==> config.mk <==
export PLATFORM = sky130hd
export DESIGN_NAME = keypad_scanner
export DESIGN_NICKNAME = d
export VERILOG_FILES = /design/src/rtl/keypad_scanner.sv
export SDC_FILE = /design/constraint.sdc
export NUM_CORES = 1
export LEC_CHECK = 0
export CORE_ASPECT_RATIO = 1.1
export CORE_UTILIZATION = 56
export CTS_CLUSTER_SIZE = 20
export DETAILED_ROUTE_END_ITERATION = 8
export GPL_ROUTABILITY_DRIVEN = 0
export GPL_TIMING_DRIVEN = 1
export PLACE_DENSITY = 0.86
export SLEW_MARGIN = 20
export SYNTH_ARGS = -nofsm -noshare
export SYNTH_HDL_FRONTEND = slang
export SYNTH_SLANG_ARGS = --single-unit
==> constraint.sdc <==
create_clock -name clk -period 3.4 [get_ports clk]
set_input_delay 0.51 -clock clk [delete_from_list [all_inputs] [get_ports clk]]
set_output_delay 0.51 -clock clk [all_outputs]
set_load 0.05 [all_outputs]
==> src/rtl/keypad_scanner.sv <==
// 4x4 push-button matrix scanner: row-by-row sampling, per-key debounce,
// and a valid/ready press-event queue of depth one with overrun signalling.
module keypad_scanner #(
   parameter int unsigned SETTLE_CYCLES  = 4,
   parameter int unsigned DEBOUNCE_SCANS = 3
) (
   input  logic        clk,
   input  logic        rst,
   input  logic [3:0]  col_n,
   output logic [3:0]  row_n,
   output logic [15:0] keys_down,
   output logic        key_valid,
   output logic [3:0]  key_code,
   input  logic        key_ready,
   output logic        key_overrun
);

   localparam logic [7:0] SETTLE_LAST = 8'(SETTLE_CYCLES - 1);
   localparam logic [3:0] DB_LAST     = 4'(DEBOUNCE_SCANS - 1);

   logic [1:0]  rowCnt;
   logic [7:0]  settleCnt;
   logic [3:0]  syncMeta;
   logic [3:0]  syncStage;
   logic [3:0]  syncCol;
   logic        sampleEn;

   logic [15:0] downNext;
   logic [15:0] risen;
   logic [3:0]  dbCnt     [16];
   logic [3:0]  dbCntNext [16];
   logic [3:0]  keyIdx;
   logic        rawBit;

   logic        pendValid;
   logic        pendMulti;
   logic [3:0]  pendCode;
   logic [3:0]  pendCodeNext;
   logic        pendMultiNext;

   logic        validNext;
   logic [3:0]  codeNext;
   logic        overrunNext;

   assign syncCol  = ~syncStage;
   assign sampleEn = (settleCnt == SETTLE_LAST);
   assign row_n    = ~(4'b1000 >> rowCnt);

   // Column synchronizer and the row/settle sequencer
   always_ff @(posedge clk or negedge rst) begin
      if (!rst) begin
         syncMeta  <= 4'b1111;
         syncStage <= 4'b1111;
         rowCnt    <= 2'd0;
         settleCnt <= 8'd0;
      end else begin
         syncMeta  <= col_n;
         syncStage <= syncMeta;
         if (sampleEn) begin
            settleCnt <= 8'd0;
            rowCnt    <= rowCnt + 2'd1;
         end else begin
            settleCnt <= settleCnt + 8'd1;
         end
      end
   end

   // Debounce only the four keys of the row being sampled this cycle
   always_comb begin
      downNext  = keys_down;
      risen     = '0;
      dbCntNext = dbCnt;
      keyIdx    = '0;
      rawBit    = 1'b0;
      if (sampleEn) begin
         for (int c = 0; c < 4; c++) begin
            keyIdx = {rowCnt, 2'(c)};
            rawBit = syncCol[2'(3 - c)];
            if (rawBit == keys_down[keyIdx]) begin
               dbCntNext[keyIdx] = '0;
            end else if (dbCnt[keyIdx] == DB_LAST) begin
               downNext[keyIdx]  = rawBit;
               dbCntNext[keyIdx] = '0;
               risen[keyIdx]     = rawBit;
            end else begin
               dbCntNext[keyIdx] = dbCnt[keyIdx] + 4'd1;
            end
         end
      end
   end

   // Lowest newly pressed index wins; any other new press is reported as dropped
   always_comb begin
      pendCodeNext = '0;
      for (int k = 15; k >= 0; k--) begin
         if (risen[k]) pendCodeNext = 4'(k);
      end
      pendMultiNext = |(risen & (risen - 16'd1));
   end

   always_ff @(posedge clk or negedge rst) begin
      if (!rst) begin
         keys_down <= '0;
         for (int k = 0; k < 16; k++) dbCnt[k] <= '0;
         pendValid <= 1'b0;
         pendCode  <= '0;
         pendMulti <= 1'b0;
      end else begin
         keys_down <= downNext;
         for (int k = 0; k < 16; k++) dbCnt[k] <= dbCntNext[k];
         pendValid <= |risen;
         pendCode  <= pendCodeNext;
         pendMulti <= pendMultiNext;
      end
   end

   // Single-entry event register; an accept and a new load can share a cycle
   always_comb begin
      validNext   = key_valid;
      codeNext    = key_code;
      overrunNext = 1'b0;
      if (pendValid) begin
         if (key_valid && !key_ready) begin
            overrunNext = 1'b1;
         end else begin
            validNext   = 1'b1;
            codeNext    = pendCode;
            overrunNext = pendMulti;
         end
      end else if (key_valid && key_ready) begin
         validNext = 1'b0;
      end
   end

   always_ff @(posedge clk or negedge rst) begin
      if (!rst) begin
         key_valid   <= 1'b0;
         key_code    <= '0;
         key_overrun <= 1'b0;
      end else begin
         key_valid   <= validNext;
         key_code    <= codeNext;
         key_overrun <= overrunNext;
      end
   end

endmodule
-- Yosys cells after proc, flatten, opt, wreduce, memory -nomap -nowiden
Cells that the tools add are included.
- output and inout bits: 26
- word-level logic and storage cells: 182
- register bits after elaboration: 106
- input bits: 7
- eq/ne operators: 8
- reductions and logical operators: 16
- muxes and demuxes: 91
- bitwise operators: 16
- add/sub/neg operators: 7
- order comparisons: 16
- shifts and indexed selects: 1
- operator list (kind ; count):
    64-bit 2-to-1 mux ; 9
    16-bit 2-to-1 mux ; 17
    64-bit bitwise AND ; 4
    64-bit bitwise mux ; 4
    64-bit inverter ; 4
    16-bit bitwise mux ; 7
    4-bit 2-to-1 mux ; 28
    4-bit binary-select mux with 4-bit select ; 4
    4-bit demux with 4-bit select ; 4
    16-bit OR reduction ; 2
    5-bit >= comparator (second input constant) ; 4
    4-bit by 5-bit less-than comparator with 1-bit output (second input constant) ; 4
    5-bit by 1-bit less-than comparator with 1-bit output (second input constant) ; 4
    4-bit inverter with 5-bit output ; 4
    4-bit by 1-bit adder with 4-bit output (second input constant) ; 4
    16-bit bitwise AND ; 1
    4-bit by 2-bit equality test with 1-bit output (second input constant) ; 4
    4-bit by 1-bit >= comparator with 1-bit output (second input constant) ; 4
    16-bit by 1-bit subtractor with 16-bit output (second input constant) ; 1
    1-bit 2-to-1 mux ; 11
    1-bit logical AND ; 10
    8-bit by 1-bit adder with 8-bit output (second input constant) ; 1
    1-bit demux with 2-bit select ; 4
    8-bit by 2-bit equality test with 1-bit output (second input constant) ; 1
    12 further kinds ; 15

-- Longest topological paths before layout
- depth after elaboration: 31
- mapped depth: 10
- gate-level depth less buffers: 8

-- Least setup slack after synthesis
No wires, ideal clock.
- kind: register to register
- from: reg rowCnt[0]
- to: reg pendMulti
- path slack: 0.897 ns
- buffers on the path: 1
- library setup time: 0.137 ns
- stages on the path, launching flop included: 9
- data required time: 3.263 ns
- data arrival time: 2.365 ns
- period minus slack after synthesis: 2.503 ns
- cell sequence: dfrtp_1 -> buf_6 -> mux4_2 -> ha_1 -> and2_1 -> a22oi_1 -> nor4_2 -> maj3_1 -> nor2b_1
- cells in the longest elaborated chain, start to end: 18
- elaborated cells between the ends (all ways): 45
- classes of those cells: 1 x add/sub; 6 x order compare; 4 x eq/ne; 27 x mux; 3 x bitwise; 4 x reduce/logical
- ends and longest elaborated chain (what ; RTL line ; RTL):
    from (decl) ; 21 ; logic [1:0] rowCnt;
    from (signal assigned) ; 61 ; rowCnt <= rowCnt + 2'd1;
    4-bit by 5-bit less-than comparator with 1-bit output (implied by the code) or 4-bit by 1-bit >= comparator with 1-bit output (tied branches) ; 84 ; risen[keyIdx] = rawBit;
    1-bit logical AND (implied by the code) ; 84 ;
    1-bit 2-to-1 mux (implied by the code) ; 84 ;
    1-bit demux with 2-bit select ; 84 ;
    16-bit bitwise mux ; 84 ;
    16-bit 2-to-1 mux ; 81 ; end else if (dbCnt[keyIdx] == DB_LAST) begin
    16-bit 2-to-1 mux ; 75 ; if (sampleEn) begin
    16-bit bitwise mux ; 84 ;
    (+3 left out) ; -- ;
    16-bit bitwise mux ; 84 ;
    16-bit 2-to-1 mux ; 81 ;
    16-bit 2-to-1 mux (*) ; 79 ; if (rawBit == keys_down[keyIdx]) begin
    16-bit 2-to-1 mux (*) ; 75 ;
    16-bit by 1-bit subtractor with 16-bit output ; 98 ; pendMultiNext = |(risen & (risen - 16'd1));
    16-bit bitwise AND (*) ; 98 ;
    16-bit OR reduction (*) ; 98 ;
    net pendMultiNext ; 39 ; logic pendMultiNext;
    to (signal assigned) ; 113 ; pendMulti <= pendMultiNext;
    to (decl) ; 36 ; logic pendMulti;
Mark *: on every way through the listed nets, which the timed path passes. The rest lies on a longest branch. The select of a mux whose other input is x is not followed.
A chain may end at the register's enable or synchronous reset.

-- Final worst setup path
- from: reg rowCnt[1]
- to: out row_n[2]
- cells in the longest elaborated chain, start to end: 2
- ends and longest elaborated chain (what ; RTL line ; RTL):
    4-bit by 2-bit >> shifter with 4-bit output ; 47 ; assign row_n = ~(4'b1000 >> rowCnt);
    4-bit inverter ; 47 ;
    to (decl) ; 10 ; output logic [3:0] row_n,
Every way passes these cells.

==> metrics <==
clock tree sinks=66; 1st-pass router iterations=4; vias in the first global route=1,986; commonest non-fill, non-tap cells in the layout=62 x dfrtp_1, 21 x clkdlybuf4s50_1, 19 x mux2_2, 19 x o21ai_1, 12 x mux2_1; Area growth syn-to-layout=14.6%; Mapped Area=0.00320 mm2; Worst Reg-to-Reg Cells=7; drt initial violations=106; outcome=completed; Pwr per Cell Area=458 mW/mm2; Max VDD drop=0.234 mV; CTS tree=done; Tcrit/Tclk final=90.2%; Critical-path top delay cell=clkdlybuf4s50_1; pin count of the biggest net entering global routing=28; Setup violations, final=0; CTS Buffer Depth=2; Slew @ Worst Pin=0.714 ns; vias per cell=5.50; RSZ-0062 raised after global routing=false; total CTS buffers=9; MaxCap Viol Count=0; vias=1,947; # port buffers=22; Remaining Overflow, GRT=0; FF-to-FF setup slack=0.56 ns; crit-path max FO=15; CTS H-tree depth=3; die span in y=81.2 um; I/O pins=33; share of cells above drive strength 1=22.9%; Top Layer Used=met4; Ys Warns=0; origin of the critical flop-to-flop path=rowCnt[0]; Distinct cells, synth=44; hold buffers post-CTS=0; Starting Density=58.8%; Slowest Stage Delay on Critical Path=0.81 ns; TNS Setup=0 ns; syn_area_per_cell=13.0 um2; Final #Nets=290; Post-Route WL=5610 um; Finished Layout Cells=354; skew final=0.00776 ns; Worst slew margin=52.4%; routed wl met2=2860 um; Final Hold Violating Endpoints=0; FP Rows=28; met1 wire length=2460 um; end of the worst register-to-register path=pendMulti; arrival time at the worst endpoint=2.56 ns; Critical Setup Path Class=reg -> out; hold_ws=0.160 ns; cells after synthesis=246; most common cell after layout, fill and taps aside=dfrtp_1; initial antenna violation count=0; Die ar.=0.00601 mm2; DRC viols=0; post-cts resize count=0; CP dominant cell by count=inv_1; fmax=326 MHz; WL met3=176 um; Setup Fix Bufs, Post-CTS=0; crit start category=register; final core utilization=67.4%; first-pass GRT wire length=9490 um; critical path capture point type=primary output; crit-path cells=inv_1, ha_1, inv_1, clkdlybuf4s50_1; FF+latch count, synth=66; Leakage Power=1.64 nW; CTS root buffer=clkbuf_8; Antenna Cells=0; Avg WL per Cell=15.9 um; critical path data required time=2.89 ns; core box area=0.00543 mm2; Cells after DPL=338; Final Max Slew Viols=0; post-DP HPWL=3830 um; Post-DRT Antenna Nets=0; Worst-Skew Late Latency=0.35 ns; Die X=74.0 um; minimum clock period=3.07 ns; worst min path class=in -> async; clk slew on worst S/H paths=0.07 ns; power consumption=1.68 mW; gr usage total=21.9%; register area share after synthesis=51.8%
final cells by class:
| class | count | area, um2 |
|---|---|---|
| Fill cell | 370 | 1770 |
| Sequential cell | 66 | 1660 |
| Multi-Input combinational cell | 162 | 1410 |
| Timing Repair Buffer | 26 | 245 |
| Clock buffer | 11 | 141 |
| Tap cell | 75 | 93.8 |
| Clock inverter | 5 | 77.6 |
| Inverter | 9 | 33.8 |
power by group:
group | total, mW | leakage [nW] | internal [mW] | switching, mW
clock | 0.724 | 0.109 | 0.430 | 0.294
sequential | 0.823 | 0.884 | 0.810 | 0.0130
combinational | 0.131 | 0.650 | 0.0440 | 0.0870
total | 1.68 | 1.64 | 1.28 | 0.394
flip-flops by register name, indices dropped and copies added, names as in the netlist, 2 cells and up:
signal,count
dbCnt,32
keys_down,8
settleCnt,8
key_code,4
pendCode,4
rowCnt,2
syncMeta,2
syncStage,2
synthesized netlist by cell type (all sizes together):
master | n | area (um2)
nor3 | 1 | 10.0
or3 | 1 | 6.26
mux2i | 4 | 40.0
nand3 | 8 | 40.0
o21a | 2 | 15.0
or3b | 2 | 17.5
and3b | 1 | 8.76
mux4 | 8 | 184
or4b | 1 | 13.8
xnor2 | 10 | 87.6
o31ai | 4 | 30.0
or4 | 1 | 11.3
and2 | 3 | 18.8
buf | 16 | 119
inv | 9 | 33.8
nand2b | 3 | 18.8
dfrtp | 62 | 1550
a22oi | 1 | 7.51
o21ai | 22 | 110
a21boi | 1 | 7.51
ha | 9 | 113
nand2 | 12 | 60.1
conb | 1 | 3.75
maj3 | 1 | 10.0
nor2b | 5 | 31.3
and3 | 2 | 12.5
o22a | 1 | 8.76
xor2 | 1 | 8.76
nor2 | 8 | 30.0
nor4 | 3 | 55.1
a221oi | 1 | 8.76
a21oi | 4 | 23.8
dfstp | 4 | 105
mux2 | 34 | 394
kinds of logic (layout without fill, tap and decap cells):
kind of cell,count (synthesis),in the layout,synth area share (%)
buffers and inverters,25,51,4.78
AO/OA/AOI/OAI,36,36,6.62
XOR/XNOR,11,11,3.01
AND/OR/NAND/NOR,51,51,10.5
flip-flops,66,66,51.8
other,1,8,0.117
adder cells (fa/ha/maj),10,10,3.84
multiplexers,46,46,19.3
stage by stage:
stage,instance area (um2),setup slack (ns)
floorplan,3220,0.897
global placement,3440,0.698
detailed placement,3440,0.624
CTS,3660,0.344
global route,3660,0.242
finish,3660,0.334
critical path: cells and delay by family, from the launching register on:
kind / cells / cell delay, ns
buf+inv: 3 / 1.11
fa+ha+maj: 1 / 0.29
flops: 1 / 0.80
metal layers:
layer | global-route usage [%] | up-vias
met3 | 5.96 | 11
met4 | 10.8 | 0
met2 | 36.1 | 38
met1 | 26.5 | 982
li1 | - | 916
met5 | 0 | -
how the worst max path moves through the flow:
stage	startpoint	end
finish	rowCnt[1]	row_n[2]
global route	rowCnt[0]	row_n[1]
CTS	rowCnt[1]	row_n[2]
detailed placement	rowCnt[0]	pendMulti
global placement	rowCnt[0]	pendMulti
floorplan	rowCnt[0]	pendMulti
Power figures use the tool's default switching activity.
